**src/rtl/print_fmt_pkg.sv**
```systemverilog
// print_fmt_pkg
//   Shared constants for the ASCII print formatter: operand print modes,
//   ASCII codes used when building messages, and the FSM state encoding.
package print_fmt_pkg;

  localparam logic [1:0] MODE_RAW      = 2'd0;  // raw operand byte
  localparam logic [1:0] MODE_HEX_SP   = 2'd1;  // grouped hex word + TERM_CHAR
  localparam logic [1:0] MODE_HEX_CRLF = 2'd2;  // grouped hex word + CR LF
  localparam logic [1:0] MODE_BYTE_SP  = 2'd3;  // two hex digits + TERM_CHAR

  localparam logic [7:0] ASC_CR   = 8'h0D;
  localparam logic [7:0] ASC_LF   = 8'h0A;
  localparam logic [7:0] ASC_ZERO = 8'h30;
  localparam logic [7:0] ASC_UC_A = 8'h41;
  localparam logic [7:0] ASC_LC_A = 8'h61;

  typedef enum logic [1:0] {
    ST_IDLE = 2'd0,
    ST_SEND = 2'd1,
    ST_DONE = 2'd2
  } state_t;

endpackage

```
**src/rtl/print_fmt_hex2ascii.sv**
```systemverilog
// hex2ascii
//   Combinational nibble to ASCII hex digit.
//   Ports:
//     nib  in  4  nibble value
//     ch   out 8  ASCII '0'-'9', then 'A'-'F' (UPPER=1) or 'a'-'f' (UPPER=0)
module hex2ascii
  import print_fmt_pkg::*;
#(
  parameter bit UPPER = 1'b1
) (
  input  logic [3:0] nib,
  output logic [7:0] ch
);

  always_comb begin
    if (nib < 4'd10) ch = ASC_ZERO + {4'd0, nib};
    else             ch = (UPPER ? ASC_UC_A : ASC_LC_A) + {4'd0, nib} - 8'd10;
  end

endmodule

```
**src/rtl/print_fmt.sv**
```systemverilog
// print_fmt
//   Formats one latched operand per request as ASCII on a byte valid/ready
//   stream towards the UART transmitter. Four-phase req/ack handshake.
//   Ports:
//     clk      in   1   clock
//     rstn     in   1   asynchronous active-low reset
//     dout_tx  in   DW  operand, sampled at request accept
//     type_tx  in   2   print mode, sampled at request accept
//     req_tx   in   1   print request
//     ack_tx   out  1   message complete, held until req_tx drops
//     busy     out  1   request in progress
//     d_tx     out  8   byte to UART
//     vld_tx   out  1   d_tx valid
//     rdy_tx   in   1   UART accepts byte
//
//   state   | meaning
//   IDLE    | waiting for req_tx
//   SEND    | presenting message bytes on d_tx/vld_tx
//   DONE    | message complete, ack_tx high until req_tx falls
module print_fmt
  import print_fmt_pkg::*;
#(
  parameter int         DW        = 32,
  parameter int         GROUP     = 4,
  parameter logic [7:0] SEP_CHAR  = 8'h2D,
  parameter logic [7:0] TERM_CHAR = 8'h20,
  parameter bit         UPPER     = 1'b1
) (
  input  logic          clk,
  input  logic          rstn,
  input  logic [DW-1:0] dout_tx,
  input  logic [1:0]    type_tx,
  input  logic          req_tx,
  output logic          ack_tx,
  output logic          busy,
  output logic [7:0]    d_tx,
  output logic          vld_tx,
  input  logic          rdy_tx
);

  localparam int ND   = DW / 4;
  localparam int NSEP = (ND - 1) / GROUP;
  localparam int IW   = $clog2(ND + ND / GROUP + 3);
  localparam int DGW  = $clog2(ND + 1);
  localparam int GW   = $clog2(GROUP + 1);

  localparam logic [IW-1:0]  LEN_RAW   = IW'(1);
  localparam logic [IW-1:0]  LEN_HSP   = IW'(ND + NSEP + 1);
  localparam logic [IW-1:0]  LEN_HCRLF = IW'(ND + NSEP + 2);
  localparam logic [IW-1:0]  LEN_BSP   = IW'(3);
  localparam logic [DGW-1:0] ND_W      = DGW'(ND);
  localparam logic [DGW-1:0] ND_BYTE   = DGW'(2);
  localparam logic [GW-1:0]  GROUP_W   = GW'(GROUP);

  function automatic logic [IW-1:0] msg_len(input logic [1:0] m);
    case (m)
      MODE_RAW:      return LEN_RAW;
      MODE_HEX_SP:   return LEN_HSP;
      MODE_HEX_CRLF: return LEN_HCRLF;
      default:       return LEN_BSP;
    endcase
  endfunction

  state_t         state_q, state_d;
  logic [DW-1:0]  op_q, op_d;
  logic [1:0]     mode_q, mode_d;
  logic [IW-1:0]  idx_q, idx_d;
  logic [DGW-1:0] dig_q, dig_d;
  logic [GW-1:0]  grp_q, grp_d;
  logic [7:0]     d_d;
  logic           vld_d, ack_d, busy_d;

  // Byte generator: produces the byte at position g_idx and the digit/group
  // counters that follow it. In IDLE it works straight off the inputs so the
  // first byte can be loaded on the accept edge.
  logic [DW-1:0]  g_op;
  logic [1:0]     g_mode;
  logic [IW-1:0]  g_idx, g_len;
  logic [DGW-1:0] g_dig, g_nd, g_pos, g_dig_n;
  logic [GW-1:0]  g_grp, g_grp_n;
  logic [3:0]     g_nib;
  logic [7:0]     g_hex, g_byte;

  hex2ascii #(.UPPER(UPPER)) u_hex2ascii (
    .nib (g_nib),
    .ch  (g_hex)
  );

  always_comb begin
    if (state_q == ST_IDLE) begin
      g_op   = dout_tx;
      g_mode = type_tx;
      g_idx  = '0;
      g_dig  = '0;
      g_grp  = '0;
    end else begin
      g_op   = op_q;
      g_mode = mode_q;
      g_idx  = idx_q;
      g_dig  = dig_q;
      g_grp  = grp_q;
    end
    g_len   = msg_len(g_mode);
    g_nd    = (g_mode == MODE_BYTE_SP) ? ND_BYTE : ND_W;
    g_pos   = g_nd - g_dig - DGW'(1);
    g_nib   = 4'(g_op >> {g_pos, 2'b00});
    g_byte  = TERM_CHAR;
    g_dig_n = g_dig;
    g_grp_n = g_grp;
    if (g_mode == MODE_RAW) begin
      g_byte = g_op[7:0];
    end else if (g_dig < g_nd) begin
      // a full group with digits still pending means a separator comes first
      if (g_mode != MODE_BYTE_SP && g_grp == GROUP_W) begin
        g_byte  = SEP_CHAR;
        g_grp_n = '0;
      end else begin
        g_byte  = g_hex;
        g_dig_n = g_dig + DGW'(1);
        g_grp_n = g_grp + GW'(1);
      end
    end else if (g_mode == MODE_HEX_CRLF) begin
      g_byte = (g_idx == g_len - IW'(2)) ? ASC_CR : ASC_LF;
    end
  end

  always_comb begin
    state_d = state_q;
    op_d    = op_q;
    mode_d  = mode_q;
    idx_d   = idx_q;
    dig_d   = dig_q;
    grp_d   = grp_q;
    d_d     = d_tx;
    vld_d   = vld_tx;
    ack_d   = ack_tx;
    busy_d  = busy;
    case (state_q)
      ST_IDLE: begin
        if (req_tx && !ack_tx) begin
          state_d = ST_SEND;
          op_d    = dout_tx;
          mode_d  = type_tx;
          d_d     = g_byte;
          vld_d   = 1'b1;
          busy_d  = 1'b1;
          idx_d   = IW'(1);
          dig_d   = g_dig_n;
          grp_d   = g_grp_n;
        end
      end
      ST_SEND: begin
        if (vld_tx && rdy_tx) begin
          // idx_q counts bytes already generated; equal to length means
          // the byte just taken was the last one
          if (idx_q == g_len) begin
            vld_d   = 1'b0;
            ack_d   = 1'b1;
            state_d = ST_DONE;
          end else begin
            d_d   = g_byte;
            idx_d = idx_q + IW'(1);
            dig_d = g_dig_n;
            grp_d = g_grp_n;
          end
        end
      end
      ST_DONE: begin
        if (!req_tx) begin
          ack_d   = 1'b0;
          busy_d  = 1'b0;
          state_d = ST_IDLE;
        end
      end
      default: state_d = ST_IDLE;
    endcase
  end

  always_ff @(posedge clk or negedge rstn) begin
    if (!rstn) begin
      state_q <= ST_IDLE;
      op_q    <= '0;
      mode_q  <= MODE_RAW;
      idx_q   <= '0;
      dig_q   <= '0;
      grp_q   <= '0;
      d_tx    <= 8'h00;
      vld_tx  <= 1'b0;
      ack_tx  <= 1'b0;
      busy    <= 1'b0;
    end else begin
      state_q <= state_d;
      op_q    <= op_d;
      mode_q  <= mode_d;
      idx_q   <= idx_d;
      dig_q   <= dig_d;
      grp_q   <= grp_d;
      d_tx    <= d_d;
      vld_tx  <= vld_d;
      ack_tx  <= ack_d;
      busy    <= busy_d;
    end
  end

endmodule

```
**config.mk**
```make
export PLATFORM = sky130hd
export DESIGN_NAME = print_fmt
export DESIGN_NICKNAME = d
export VERILOG_FILES = /design/src/rtl/print_fmt_pkg.sv /design/src/rtl/print_fmt_hex2ascii.sv /design/src/rtl/print_fmt.sv
export SDC_FILE = /design/constraint.sdc
export NUM_CORES = 1
export LEC_CHECK = 0
export ABC_AREA = 0
export CORE_ASPECT_RATIO = 1.25
export CORE_MARGIN = 2
export CORE_UTILIZATION = 50
export CTS_CLUSTER_SIZE = 8
export DETAILED_ROUTE_END_ITERATION = 8
export PLACE_DENSITY = 0.88
export SETUP_SLACK_MARGIN = 0.02
export SYNTH_ARGS = -nofsm -noshare
export SYNTH_HDL_FRONTEND = slang
export SYNTH_SLANG_ARGS = --single-unit
```
**constraint.sdc**
```tcl
create_clock -name clk -period 3.7 [get_ports clk]
set_input_delay 0.555 -clock clk [delete_from_list [all_inputs] [get_ports clk]]
set_output_delay 0.555 -clock clk [all_outputs]
set_load 0.01 [all_outputs]
```
==> run_results.csv <==
group,metric,value,unit
synth,synth_area_leader_cell,"dfrtp_1",
sta,relSlewSlack,0.352,
finish,fin_nets,496,
finish,multi_input_area,1920,um2
global_routing,overflow,0,
setup_path,worstPathCellList,"or2_4 -> nand2_1 -> nand2_1 -> ha_1 -> xor2_4 -> buf_4 -> mux4_2 -> a22o_1 -> a211oi_1 -> o221ai_1 -> a31oi_1",
sta,timing.fmax,0.302,GHz
setup_path,crit_arrival,3580,ps
global_routing,grt.total_usage,0.234,
detailed_routing,ant_nets,0,
sta,fin_crit_sh,0.895,
setup_path,path_class,"reg -> reg",
finish,layout-drive-gt1-share,0.119,
place,port_buffers,48,
sta,setup_violations,0,
floorplan,die_w,79.1,um
synth,synth.top_cell.area_share,0.412,
setup_path,critPathCaptureType,"flip-flop",
detailed_routing,initialDrtViolationCount,220,
clock_tree,post_cts_resized,0,
power,irDropWorstVdd,325,uV
outcome,status,"finished clean",
global_routing,first_global_vias,2993,
clock_tree,cts.sink_count,58,
clock_tree,hold_buffers,0,
clock_tree,cts_tree,"built",
place,dpl.hpwl,5.95,mm
synth,yosysUniqueCellTypes,53,
synth,synth_area_leaders,"dfrtp_1 (41%), nand2_1 (14%), mux2_2 (4.8%), mux2i_1 (4.3%), ha_1 (3.6%)",
sta,rsz0062_at_grt,"no",
finish,seq_area,1450,um2
detailed_routing,drt_first_pass_iters,4,
floorplan,fp.coreArea,6890,um2
clock_tree,clock_path_buffers,2,
synth,ys_async_sr_fraction,1.00,
clock_tree,clk_pin_slew,70,ps
sta,fin_tns_setup,0,ps
sta,hold_viol,0,
synth,synth_cells,402,
synth,ys_seq_elements,58,
finish,syn_to_final_growth,22.2,%
setup_path,critPathRequiredTime,3970,ps
place,placed_area,4080,um2
synth,synth_area,3520,um2
detailed_routing,vias_per_cell,5.62,
finish,nFillCells,612,
clock_tree,cts_buffers,9,
setup_path,max_stage_delay,520,ps
finish,diodes,0,
detailed_routing,routed_wl,8.44,mm
global_routing,grt_max_degree,45,
setup_path,setup.worst_path.start_class,"flip-flop",
setup_path,r2r_slack,390,ps
setup_path,crit_fanout,12,
floorplan,die_h,97.8,um
synth,syn-num-nets,450,
detailed_routing,drc,0,
sta,clock_skew,12.3,ps
synth,ys_seq_area_frac,0.412,
place,gp_congestion,0.891,
floorplan,die-area,7730,um2
power,cellLeakagePower,2.00,nW
floorplan,start_util,0.511,
clock_tree,htree_levels,3,
setup_path,rr_worst_depth,11,
detailed_routing,wire_per_inst,15.5,um
global_routing,antenna_found_initial,0,
sta,min_period,3310,ps
synth,syn_area_per_cell,8.76,um2
clock_tree,clock-root-buffer,"clkbuf_8",
floorplan,rows,34,
min_path,min_path_type,"in -> async",
synth,synth_edf_count,0,
setup_path,cp_common_cell,"nand2_1",
floorplan,boundaryPins,49,
clock_tree,postCtsSetupRepairBufs,0,
global_routing,grt_pass1_wl,14.1,mm
finish,final_cell_area,4300,um2
sta,tightest_slew,972,ps
synth,synth_top_flop_cell,"dfrtp_1",
run,cap_violations,0,
sta,slew_viol_final,0,
power,power_density,771,nW/um2
clock_tree,insertion_delay,350,ps
synth,yosys_warnings,0,
detailed_routing,vias,3050,
setup_path,cp_slowest_cell,"dfrtp_1",
==> path summary, 6_finish.rpt <==
check / end / from
min reg2reg: op_q[19] / op_q[19]
min in group clk: op_q[19] / op_q[19]
max reg2reg: d_tx[1] / state_q[0]
min: ack_tx / rstn
max: d_tx[1] / state_q[0]
max in group asynchronous: op_q[14] / rstn
==> metal layers <==
| metal | global-route usage | routed length, um | part of all wire |
|---|---|---|---|
| met1 | 0.289 | 3500 | 0.41 |
| met2 | 0.389 | 4300 | 0.51 |
| met3 | 0.0499 | 433 | 0.051 |
| met4 | 0.110 | 206 | 0.024 |
| met5 | 0 | 0 | 0 |
==> placed cells by master, fill, tap and decap left out, types with 4 or more instances in the layout <==
| master | Yosys | final |
|---|---|---|
| nand2_1 | 134 | 134 |
| dfrtp_1 | 58 | 58 |
| clkdlybuf4s50_1 | 0 | 47 |
| nor2_1 | 23 | 23 |
| o21ai_0 | 16 | 16 |
| mux2_2 | 15 | 15 |
| mux2i_1 | 15 | 15 |
| buf_4 | 3 | 12 |
| a21oi_1 | 11 | 11 |
| ha_1 | 10 | 10 |
| clkbuf_8 | 0 | 10 |
| inv_1 | 9 | 9 |
| xor2_1 | 6 | 6 |
| nand3_1 | 6 | 6 |
| and2_1 | 5 | 5 |
| xnor2_1 | 5 | 5 |
| a22o_1 | 5 | 5 |
| a22oi_1 | 4 | 4 |
==> report_power, final <==
group | internal (W) | switching (W) | leakage [nW]
Clock | 0.000395 | 0.000260 | 0.109
Combinational | 0.000761 | 0.000787 | 1.18
Sequential | 0.000884 | 0.000230 | 0.716
==> Yosys cell counts, types with 4 or more instances <==
cell        n
a22o_1      5
nor2_1     23
a22oi_1     4
xor2_1      6
mux2_2     15
xnor2_1     5
dfrtp_1    58
buf_2       5
mux2i_1    15
a21oi_1    11
ha_1       10
clkbuf_1   11
buf_1       4
nand2_1   134
nand3_1     6
inv_1       9
and2_1      5
o21ai_0    16
==> flip-flops by register name, summed over array words and instances (netlist names) <==
signal	flops
ack_tx	1
busy	1
d_tx	8
dig_q	4
grp_q	3
idx_q	4
mode_q	2
op_q	32
state_q	2
vld_tx	1
==> critical path, delay by kind of cell, from the launching register on <==
kind / cells / cell delay [ps]
buffers and inverters: 1 / 200
flip-flops: 1 / 520
multiplexers: 1 / 520
adder cells (fa/ha/maj): 1 / 310
AO/OA/AOI/OAI: 4 / 810
AND/OR/NAND/NOR: 3 / 550
XOR/XNOR: 1 / 320
==> per-stage QoR <==
step                std cells  worst slack (ps)  total power, W  utilization  hold slack, ps
finish                    543               389         0.00332        0.624             365
global route              543               110         0.00355        0.624             435
CTS                       543               229         0.00331        0.623             387
detailed placement        527               207         0.00263        0.592             458
global placement          527               279         0.00256        0.592             453
floorplan                 402               250         0.00218            -             259
==> logic make-up (layout without fill, tap and decap cells) <==
family,Yosys count,count (layout),share of synthesized area
AND/OR/NAND/NOR,194,194,0.235
AO/OA/AOI/OAI,60,60,0.118
flip-flops,58,58,0.412
multiplexers,34,34,0.119
buffers and inverters,34,85,0.0455
XOR/XNOR,12,12,0.0352
adder cells (fa/ha/maj),10,10,0.0355
==> layout make-up <==
class                           instances  area share
Clock buffer                           11      0.0329
Inverter                                9     0.00785
Multi-Input combinational cell        310       0.446
Timing Repair Buffer                   60       0.131
Tap cell                               90      0.0262
Sequential cell                        58       0.337
Clock inverter                          5      0.0180
(Power assumes the default switching activity.)
